File: config.mk
export PLATFORM = sky130hd
export DESIGN_NAME = axil_rd_arbiter_flat
export DESIGN_NICKNAME = d
export VERILOG_FILES = /design/src/rtl/axil_rd_arbiter_if.sv /design/src/rtl/axil_rd_arbiter.sv /design/src/flat_wrapper.sv
export SDC_FILE = /design/constraint.sdc
export NUM_CORES = 1
export LEC_CHECK = 0
export ABC_AREA = 1
export CAP_MARGIN = 20
export CORE_MARGIN = 5
export CORE_UTILIZATION = 32
export CTS_BUF_LIST = sky130_fd_sc_hd__clkbuf_4 sky130_fd_sc_hd__clkbuf_8 sky130_fd_sc_hd__clkbuf_16
export DETAILED_ROUTE_END_ITERATION = 16
export PLACE_DENSITY = 0.79
export SLEW_MARGIN = 20
export SYNTH_ARGS = -nofsm -noshare
export SYNTH_HDL_FRONTEND = slang
export SYNTH_SLANG_ARGS = --single-unit
File: constraint.sdc
create_clock -name clk -period 2 [get_ports clk]
set_input_delay 0.6 -clock clk [delete_from_list [all_inputs] [get_ports clk]]
set_output_delay 0.6 -clock clk [all_outputs]
set_load 0.05 [all_outputs]
File: src/rtl/axil_rd_arbiter_if.sv
// AXI-Lite read-channel bundle: AR and R signals with arbiter-side modports.
interface axil_interface_if #(
    parameter int unsigned ADDR_W = 64,
    parameter int unsigned DATA_W = 32
);
    logic [ADDR_W-1:0] araddr;
    logic              arvalid;
    logic              arready;
    logic [DATA_W-1:0] rdata;
    logic [1:0]        rresp;
    logic              rvalid;
    logic              rready;

    // Arbiter acting as the read target of an upstream requester.
    modport rd_slv (
        input  araddr, arvalid, rready,
        output arready, rdata, rresp, rvalid
    );

    // Arbiter acting as the read initiator toward shared memory.
    modport rd_mst (
        output araddr, arvalid, rready,
        input  arready, rdata, rresp, rvalid
    );
endinterface

File: src/rtl/axil_rd_arbiter.sv
// Two-requester AXI-Lite read arbiter (fetch vs. data) onto one memory port,
// one read outstanding, data-priority with fetch starvation guard and
// fetch-flush discard of the pending beat.
module axil_rd_arbiter #(
    parameter int unsigned ADDR_W       = 64,
    parameter int unsigned DATA_W       = 32,
    parameter int unsigned STARVE_LIMIT = 4
) (
    input  logic             clk,
    input  logic             rst_n,
    axil_interface_if.rd_slv if_rd,
    axil_interface_if.rd_slv dm_rd,
    axil_interface_if.rd_mst mem_rd,
    input  logic             flush_if,
    output logic             busy,
    output logic             owner
);

    localparam int unsigned CNT_W      = 4;
    localparam logic [CNT_W-1:0] STARVE_MAX = CNT_W'(STARVE_LIMIT);

    typedef enum logic [1:0] {
        IDLE    = 2'd0,
        AR_SEND = 2'd1,
        R_WAIT  = 2'd2
    } state_t;

    state_t            state;
    logic [CNT_W-1:0]  starve_cnt;
    logic              discard_q;
    logic [ADDR_W-1:0] addr_q;

    logic gnt_i;
    logic gnt_d;
    logic starve_hit;
    logic in_rwait;
    logic r_done;

    assign starve_hit = (starve_cnt == STARVE_MAX);
    assign in_rwait   = (state == R_WAIT);
    assign r_done     = in_rwait && mem_rd.rvalid && mem_rd.rready;

    // Grant decision in IDLE; data wins unless fetch is starved or data is absent.
    always_comb begin
        gnt_i = 1'b0;
        gnt_d = 1'b0;
        if (rst_n && (state == IDLE)) begin
            if (dm_rd.arvalid && !(starve_hit && if_rd.arvalid && !flush_if)) begin
                gnt_d = 1'b1;
            end else if (if_rd.arvalid && !flush_if) begin
                gnt_i = 1'b1;
            end
        end
    end

    // Upstream AR ready goes only to the granted requester.
    assign if_rd.arready = gnt_i;
    assign dm_rd.arready = gnt_d;

    // Downstream AR channel presents the latched address while in AR_SEND.
    assign mem_rd.arvalid = (state == AR_SEND);
    assign mem_rd.araddr  = addr_q;

    // R channel steering to the owner; a discarded fetch beat is swallowed here.
    assign if_rd.rvalid = in_rwait && !owner && !discard_q && mem_rd.rvalid;
    assign dm_rd.rvalid = in_rwait && owner && mem_rd.rvalid;
    assign if_rd.rdata  = (in_rwait && !owner) ? mem_rd.rdata : DATA_W'(0);
    assign dm_rd.rdata  = (in_rwait && owner)  ? mem_rd.rdata : DATA_W'(0);
    assign if_rd.rresp  = (in_rwait && !owner) ? mem_rd.rresp : 2'b00;
    assign dm_rd.rresp  = (in_rwait && owner)  ? mem_rd.rresp : 2'b00;
    assign mem_rd.rready = in_rwait &&
                           (discard_q || (owner ? dm_rd.rready : if_rd.rready));

    assign busy = (state != IDLE);

    // Transaction FSM with address/owner capture, starvation counter and discard flag.
    always_ff @(posedge clk or negedge rst_n) begin
        if (!rst_n) begin
            state      <= IDLE;
            starve_cnt <= '0;
            discard_q  <= 1'b0;
            owner      <= 1'b0;
            addr_q     <= '0;
        end else begin
            case (state)
                IDLE: begin
                    if (gnt_d) begin
                        addr_q <= dm_rd.araddr;
                        owner  <= 1'b1;
                        state  <= AR_SEND;
                        if (if_rd.arvalid && !starve_hit) begin
                            starve_cnt <= starve_cnt + CNT_W'(1);
                        end
                    end else if (gnt_i) begin
                        addr_q     <= if_rd.araddr;
                        owner      <= 1'b0;
                        starve_cnt <= '0;
                        state      <= AR_SEND;
                    end
                end
                AR_SEND: begin
                    if (mem_rd.arready) begin
                        state <= R_WAIT;
                    end
                    if (flush_if && !owner) begin
                        discard_q <= 1'b1;
                    end
                end
                R_WAIT: begin
                    if (r_done) begin
                        state     <= IDLE;
                        discard_q <= 1'b0;
                    end else if (flush_if && !owner) begin
                        discard_q <= 1'b1;
                    end
                end
                default: begin
                    state <= IDLE;
                end
            endcase
        end
    end

endmodule
File: src/flat_wrapper.sv
// flat-port wrapper written by rule: the top's interface ports become plain ports
module axil_rd_arbiter_flat 
#(
    parameter int unsigned ADDR_W       = 64,
    parameter int unsigned DATA_W       = 32,
    parameter int unsigned STARVE_LIMIT = 4
)
  (clk, rst_n, flush_if, busy, owner, if_rd_araddr, if_rd_arvalid, if_rd_rready, if_rd_arready, if_rd_rdata, if_rd_rresp, if_rd_rvalid, dm_rd_araddr, dm_rd_arvalid, dm_rd_rready, dm_rd_arready, dm_rd_rdata, dm_rd_rresp, dm_rd_rvalid, mem_rd_araddr, mem_rd_arvalid, mem_rd_rready, mem_rd_arready, mem_rd_rdata, mem_rd_rresp, mem_rd_rvalid);
  axil_interface_if #(.ADDR_W(ADDR_W), .DATA_W(DATA_W)) if_rd_i ();
  axil_interface_if #(.ADDR_W(ADDR_W), .DATA_W(DATA_W)) dm_rd_i ();
  axil_interface_if #(.ADDR_W(ADDR_W), .DATA_W(DATA_W)) mem_rd_i ();
  input  logic clk;
  input  logic rst_n;
  input  logic flush_if;
  output logic busy;
  output logic owner;
  input wire logic [$bits(if_rd_i.araddr)-1:0] if_rd_araddr;
  input wire logic [$bits(if_rd_i.arvalid)-1:0] if_rd_arvalid;
  input wire logic [$bits(if_rd_i.rready)-1:0] if_rd_rready;
  output wire logic [$bits(if_rd_i.arready)-1:0] if_rd_arready;
  output wire logic [$bits(if_rd_i.rdata)-1:0] if_rd_rdata;
  output wire logic [$bits(if_rd_i.rresp)-1:0] if_rd_rresp;
  output wire logic [$bits(if_rd_i.rvalid)-1:0] if_rd_rvalid;
  input wire logic [$bits(dm_rd_i.araddr)-1:0] dm_rd_araddr;
  input wire logic [$bits(dm_rd_i.arvalid)-1:0] dm_rd_arvalid;
  input wire logic [$bits(dm_rd_i.rready)-1:0] dm_rd_rready;
  output wire logic [$bits(dm_rd_i.arready)-1:0] dm_rd_arready;
  output wire logic [$bits(dm_rd_i.rdata)-1:0] dm_rd_rdata;
  output wire logic [$bits(dm_rd_i.rresp)-1:0] dm_rd_rresp;
  output wire logic [$bits(dm_rd_i.rvalid)-1:0] dm_rd_rvalid;
  output wire logic [$bits(mem_rd_i.araddr)-1:0] mem_rd_araddr;
  output wire logic [$bits(mem_rd_i.arvalid)-1:0] mem_rd_arvalid;
  output wire logic [$bits(mem_rd_i.rready)-1:0] mem_rd_rready;
  input wire logic [$bits(mem_rd_i.arready)-1:0] mem_rd_arready;
  input wire logic [$bits(mem_rd_i.rdata)-1:0] mem_rd_rdata;
  input wire logic [$bits(mem_rd_i.rresp)-1:0] mem_rd_rresp;
  input wire logic [$bits(mem_rd_i.rvalid)-1:0] mem_rd_rvalid;
  assign if_rd_i.araddr = if_rd_araddr;
  assign if_rd_i.arvalid = if_rd_arvalid;
  assign if_rd_i.rready = if_rd_rready;
  assign if_rd_arready = if_rd_i.arready;
  assign if_rd_rdata = if_rd_i.rdata;
  assign if_rd_rresp = if_rd_i.rresp;
  assign if_rd_rvalid = if_rd_i.rvalid;
  assign dm_rd_i.araddr = dm_rd_araddr;
  assign dm_rd_i.arvalid = dm_rd_arvalid;
  assign dm_rd_i.rready = dm_rd_rready;
  assign dm_rd_arready = dm_rd_i.arready;
  assign dm_rd_rdata = dm_rd_i.rdata;
  assign dm_rd_rresp = dm_rd_i.rresp;
  assign dm_rd_rvalid = dm_rd_i.rvalid;
  assign mem_rd_araddr = mem_rd_i.araddr;
  assign mem_rd_arvalid = mem_rd_i.arvalid;
  assign mem_rd_rready = mem_rd_i.rready;
  assign mem_rd_i.arready = mem_rd_arready;
  assign mem_rd_i.rdata = mem_rd_rdata;
  assign mem_rd_i.rresp = mem_rd_rresp;
  assign mem_rd_i.rvalid = mem_rd_rvalid;
  axil_rd_arbiter #(.ADDR_W(ADDR_W), .DATA_W(DATA_W), .STARVE_LIMIT(STARVE_LIMIT)) u_core (.clk(clk), .rst_n(rst_n), .if_rd(if_rd_i), .dm_rd(dm_rd_i), .mem_rd(mem_rd_i), .flush_if(flush_if), .busy(busy), .owner(owner));
endmodule
==> Yosys cells after proc, flatten, opt, wreduce, memory -nomap -nowiden <==
Cells that the tools add are included.
{ "classes": {"add_sub_neg": 1, "muxes": 25, "n_eq_ne": 7, "reduce_logical": 28} }
{ "op_table": {"columns": ["op", "n"], "rows": [
  ["64-bit 2-to-1 mux", 2],
  ["32-bit 2-to-1 mux", 2],
  ["1-bit logical AND", 15],
  ["2-bit 2-to-1 mux", 6],
  ["4-bit 2-to-1 mux", 3],
  ["1-bit 2-to-1 mux", 10],
  ["2-bit one-hot mux with 3 select lines", 1],
  ["3-bit AND reduction", 2],
  ["2-bit nonzero test", 3],
  ["1-bit logical NOT", 5],
  ["4-bit by 1-bit adder with 4-bit output (second input constant)", 1],
  ["4-bit by 3-bit == test with 1-bit output (second input constant)", 1],
  ["2-bit by 1-bit != test with 1-bit output (second input constant)", 2],
  ["3-bit != test (second input constant)", 1],
  ["2-bit by 1-bit == test with 1-bit output (second input constant)", 1],
  ["2-bit == test (second input constant)", 1],
  ["2-bit logical NOT", 1],
  ["2-bit != test (second input constant)", 1],
  ["1-bit one-hot mux with 2 select lines", 1],
  ["2-bit AND reduction", 1],
  ["1-bit logical OR", 1]
]} }
{ "totals": {"register_bits": 72, "elab_cells": 66, "output_inout_bits": 140} }

==> Logic depth before layout (Yosys ltp) <==
{ "depth": {"ltp_word": 10, "depth_mapped": 12} }

==> Worst setup path after synthesis <==
OpenSTA, ideal clock, no wires.
{ "synth_timing": {"path_type": "register to output", "start": "register u_core.owner", "end": "output if_rd_rvalid", "stages_incl_launch_ff": 4, "path_buffers": 0, "required_ps": 1400, "path_slack_ps": -555, "arrival_time_ps": 1955, "path_cell_list": "dfrtp_1 inv_1 nand2_1 nor3_1"} }
{ "synth_between": {"elab_chain_cells": 4} }
{ "synth_lines": {"columns": ["element", "line_no", "text"], "rows": [
  ["start: declaration", "axil_rd_arbiter.sv:16", "output logic owner"],
  ["start signal: assignment", "axil_rd_arbiter.sv:82", "owner <= 1'b0;"],
  ["start signal: assignment", "axil_rd_arbiter.sv:89", "owner <= 1'b1;"],
  ["start signal: assignment", "axil_rd_arbiter.sv:96", "owner <= 1'b0;"],
  ["1-bit logical NOT", "axil_rd_arbiter.sv:65", "assign if_rd.rvalid = in_rwait && !owner && !discard_q && mem_rd.rvalid;"],
  ["1-bit logical AND (3 in series)", "axil_rd_arbiter.sv:65", null],
  ["end: declaration", "flat_wrapper.sv:23", "output wire logic [$bits(if_rd_i.rvalid)-1:0] if_rd_rvalid;"]
]} }
No other way between the ends.

==> Worst setup path after layout <==
{ "layout_timing": {"start": "register u_core.state[0]", "end": "output if_rd_rdata[13]"} }
{ "layout_between": {"elab_chain_cells": 3} }
{ "layout_lines": {"columns": ["element", "line_no", "text"], "rows": [
  ["start: declaration", "axil_rd_arbiter.sv:28", "state_t state;"],
  ["start signal: assignment", "axil_rd_arbiter.sv:79", "state <= IDLE;"],
  ["start signal: assignment", "axil_rd_arbiter.sv:90", "state <= AR_SEND;"],
  ["start signal: assignment", "axil_rd_arbiter.sv:98", "state <= AR_SEND;"],
  ["2-bit == test", "axil_rd_arbiter.sv:40", "assign in_rwait = (state == R_WAIT);"],
  ["1-bit logical AND", "axil_rd_arbiter.sv:67", "assign if_rd.rdata = (in_rwait && !owner) ? mem_rd.rdata : DATA_W'(0);"],
  ["32-bit 2-to-1 mux", "axil_rd_arbiter.sv:67", null],
  ["end: declaration", "flat_wrapper.sv:21", "output wire logic [$bits(if_rd_i.rdata)-1:0] if_rd_rdata;"]
]} }
No other way between the ends.

==> qor.tcl <==
set qor(clock.fmax_ghz) 0.440
set qor(multiInputGateArea_um2) 2270
set qor(via_count_of_the_first_global_routing_pass) 5239
set qor(worstPathMaxFanout) 9
set qor(setup-tns-final_ns) -16.02
set qor(die_height_um) 120
set qor(gr-total-overflow) 0
set qor(report.final.setup_viol) 73
set qor(timing.slew.headroom_pct) 38.8
set qor(cts_h_tree_depth) 3
set qor(tritoncts_num_sinks) 72
set qor(synth.avg_cell_area_um2) 7.26
set qor(leading_cell_types_in_the_layout_fill_and_taps_excluded) {clkdlybuf4s50_1, nand3_1, nand2_1}
set qor(layout_worst_path_cycle_share_pct) 114
set qor(worst_r2r_startpoint) {u_core.state[0]$_DFFE_PN0P_}
set qor(place.gp.congestion) 0.867
set qor(cts.root.buffer_cell) {clkbuf_16}
set qor(tritoncts) {done}
set qor(dpl.cell_count) 980
set qor(via_per_inst) 4.94
set qor(irDropWorstVdd_v) 0.00108
set qor(layout.nets) 1042
set qor(maximum_number_of_pins_on_one_net_before_global_route_repair) 73
set qor(post_synth_num_cell_types) 22
set qor(setup.worst_path.class) {reg -> out}
set qor(p_leak_nw) 4.01
set qor(setup_crit_start_kind) {flip-flop}
set qor(status) {finished, violations left}
set qor(worst_hold_path_type) {in -> async}
set qor(grtUsageTotal_pct) 24.8
set qor(finalWorstPathRequiredPeriod_ns) 2.27
set qor(mappedNetlistArea_um2) 3860
set qor(drt-initial-drc-count) 347
set qor(fin_worst_skew_ns) 0.00797
set qor(cell_internal_pwr_mw) 5.97
set qor(antenna_found_initial) 3
set qor(finalWorstSetupSlack_ns) -0.271
set qor(final-hold-violation-count) 0
set qor(floorplan.rows) 40
set qor(drc) 0
set qor(cts.path.max_buffers) 2
set qor(area_growth_pct) 131
set qor(critPathLaunch) {u_core.state[0]$_DFFE_PN0P_}
set qor(die-width_um) 120
set qor(grt_setup_unrepaired) {true}
set qor(crit_required_ns) 1.40
set qor(routed-via-count) 5018
set qor(syn-num-nets) 709
set qor(placement.io_buffers) 310
set qor(layout.area.seq_um2) 1800
set qor(io_pins) 311
set qor(detailedPlacementHpwl_um) 14200
set qor(fraction_of_final_layout_cells_sized_beyond_drive_strength_1_pct) 33.6
set qor(drt_wl_total_um) 18200
set qor(timing_worst_slew_pin_value_ns) 0.918
set qor(cp_slowest_cell) {dfrtp_1}
set qor(yosys_warnings) 0
set qor(cp_cell_sequence) {inv_2 -> ha_4 -> nand2_8 -> buf_16 -> nor2_4 -> buf_12}
set qor(critPathArrivalTime_ns) 1.67
set qor(failed_checks) {setup timing}
set qor(power_frac_seq_pct) 21.4
set qor(instances_no_fill) 1016
set qor(synth.yosys.seq_area_share_pct) 46.6
set qor(critical_path_endpoint_category) {output port}
set qor(ys_ff_latch) 72
set qor(drv_cap) 0
set qor(cts_hold_repair.buffers) 0
set qor(coreArea_um2) 11900
set qor(clkLatencyLatePin_ns) 0.32
set qor(drv_slew) 0
set qor(slowest_delay_ns) 0.40
set qor(most_common_library_cell_in_the_layout_ignoring_fill_and_taps) {clkdlybuf4s50_1}
set qor(final_antenna_net_count) 0
set qor(power.density_cell_area_nw_per_um2) 1320
set qor(fin_hold_ws_ns) 0.521
set qor(die-area_um2) 14400
set qor(synth_cells) 532
set qor(part_of_the_total_power_dissipated_in_combinational_logic_pct) 66.0
set qor(clockPowerShare_pct) 12.6
set qor(total_switching_power_mw) 5.84
set qor(power_switching_share_pct) 49.4
set qor(detail_route.first_pass.iterations) 5
set qor(grt_pass1_wl_um) 28000
set qor(cts-buffers-inserted) 9
set qor(clk_pin_slew_worst_paths_ns) 0.05
set qor(initial_utilization_pct) 32.4
set qor(filler_cell_count) 776
set qor(routedWlPerCell_um) 17.9
-- state kept, by name, summed over array words and instances (netlist names) --
register and cells:
u_core.mem_rd.araddr 64, u_core.starve_cnt 4, u_core.state 2, u_core.discard_q 1, u_core.owner 1
-- stage by stage --
stage	setup WS, ns	util, %	area (um^2)	power (mW)
finish	-0.271	75.0	8930	11.8
global route	-0.315	75.0	8930	12.3
CTS	-0.275	74.4	8860	11.8
detailed placement	-0.508	69.6	8290	9.93
global placement	-0.421	69.6	8290	9.75
floorplan	-0.0703	-	4350	6.86
-- power groups by stage --
stage	clock, mW	combinational [mW]	sequential (mW)
4_1_cts	1.54	7.74	2.52
3_5_place_dp	0	7.38	2.54
2_1_floorplan	0	2.32	4.54
3_3_place_gp	0	7.25	2.50
5_1_grt	1.58	8.15	2.61
6_report	1.49	7.80	2.53
-- cell usage after synthesis --
| master | number | area (um^2) |
|---|---|---|
| buf_6 | 4 | 45.0 |
| a21oi_1 | 1 | 5.00 |
| nor2_1 | 72 | 270 |
| nand2_2 | 3 | 18.8 |
| ha_1 | 6 | 75.1 |
| nand2_1 | 143 | 537 |
| nand3_1 | 140 | 701 |
| buf_4 | 2 | 15.0 |
| o21ai_0 | 4 | 20.0 |
| nand3_2 | 2 | 20.0 |
| xor2_1 | 1 | 8.76 |
| buf_2 | 10 | 50.1 |
| dfrtp_1 | 72 | 1800 |
| a31oi_1 | 1 | 6.26 |
| clkbuf_1 | 15 | 56.3 |
| inv_2 | 2 | 7.51 |
| buf_8 | 1 | 15.0 |
| xnor2_1 | 1 | 8.76 |
| inv_1 | 47 | 176 |
| nor2_2 | 2 | 12.5 |
| buf_1 | 2 | 7.51 |
| nor3_1 | 1 | 5.00 |
-- critical path, delay by kind of cell, from the launching register on --
family	cells	cell delay (ns)
buffers and inverters	3	0.47
adder cells (fa/ha/maj)	1	0.20
AND/OR/NAND/NOR	2	0.27
flip-flops	1	0.40
-- repair_timing --
action	4_1_cts	5_1_grt
resized for setup	31	14
pin swaps	6	6
buffers inserted	17	4
cloned	3	0
setup endpoints to repair	78	80
-- final timing paths --
check | end | slack [ns] | depth (start not counted)
max | if_rd_rdata[13] | -0.27 | 6
min | u_core.mem_rd.araddr[3]$_DFFE_PN0P_ | 0.52 | 2
max reg2reg | u_core.starve_cnt[3]$_DFFE_PN0P_ | 0.10 | 12
min reg2reg | u_core.mem_rd.araddr[63]$_DFFE_PN0P_ | 0.52 | 2
max in group asynchronous | u_core.owner$_DFFE_PN0P_ | 0.84 | 2
min in group clk | u_core.mem_rd.araddr[63]$_DFFE_PN0P_ | 0.52 | 2
-- metal layers --
| metal | routed length, um | vias to the layer above | global-route usage, % |
|---|---|---|---|
| li1 | - | 2346 | - |
| met1 | 6310 | 2350 | 27.1 |
| met2 | 9880 | 283 | 45.9 |
| met3 | 1380 | 39 | 5.09 |
| met4 | 653 | 0 | 11.4 |
| met5 | 0 | - | 0 |
-- cell type report --
| type | count | area share [%] |
|---|---|---|
| Antenna cell | 3 | 0.0840 |
| Clock buffer | 10 | 2.60 |
| Clock inverter | 2 | 0.392 |
| Inverter | 49 | 2.11 |
| Multi-Input combinational cell | 377 | 25.4 |
| Sequential cell | 72 | 20.2 |
| Tap cell | 147 | 2.06 |
| Timing Repair Buffer | 356 | 47.2 |
-- cell families after synthesis --
family,synth area share [%]
simple gates,40.5
xor+xnor,0.454
fa+ha+maj,1.94
compound gates,0.810
flops,46.6
buf+inv,9.65
No activity file was read; power rests on OpenSTA's default activity.
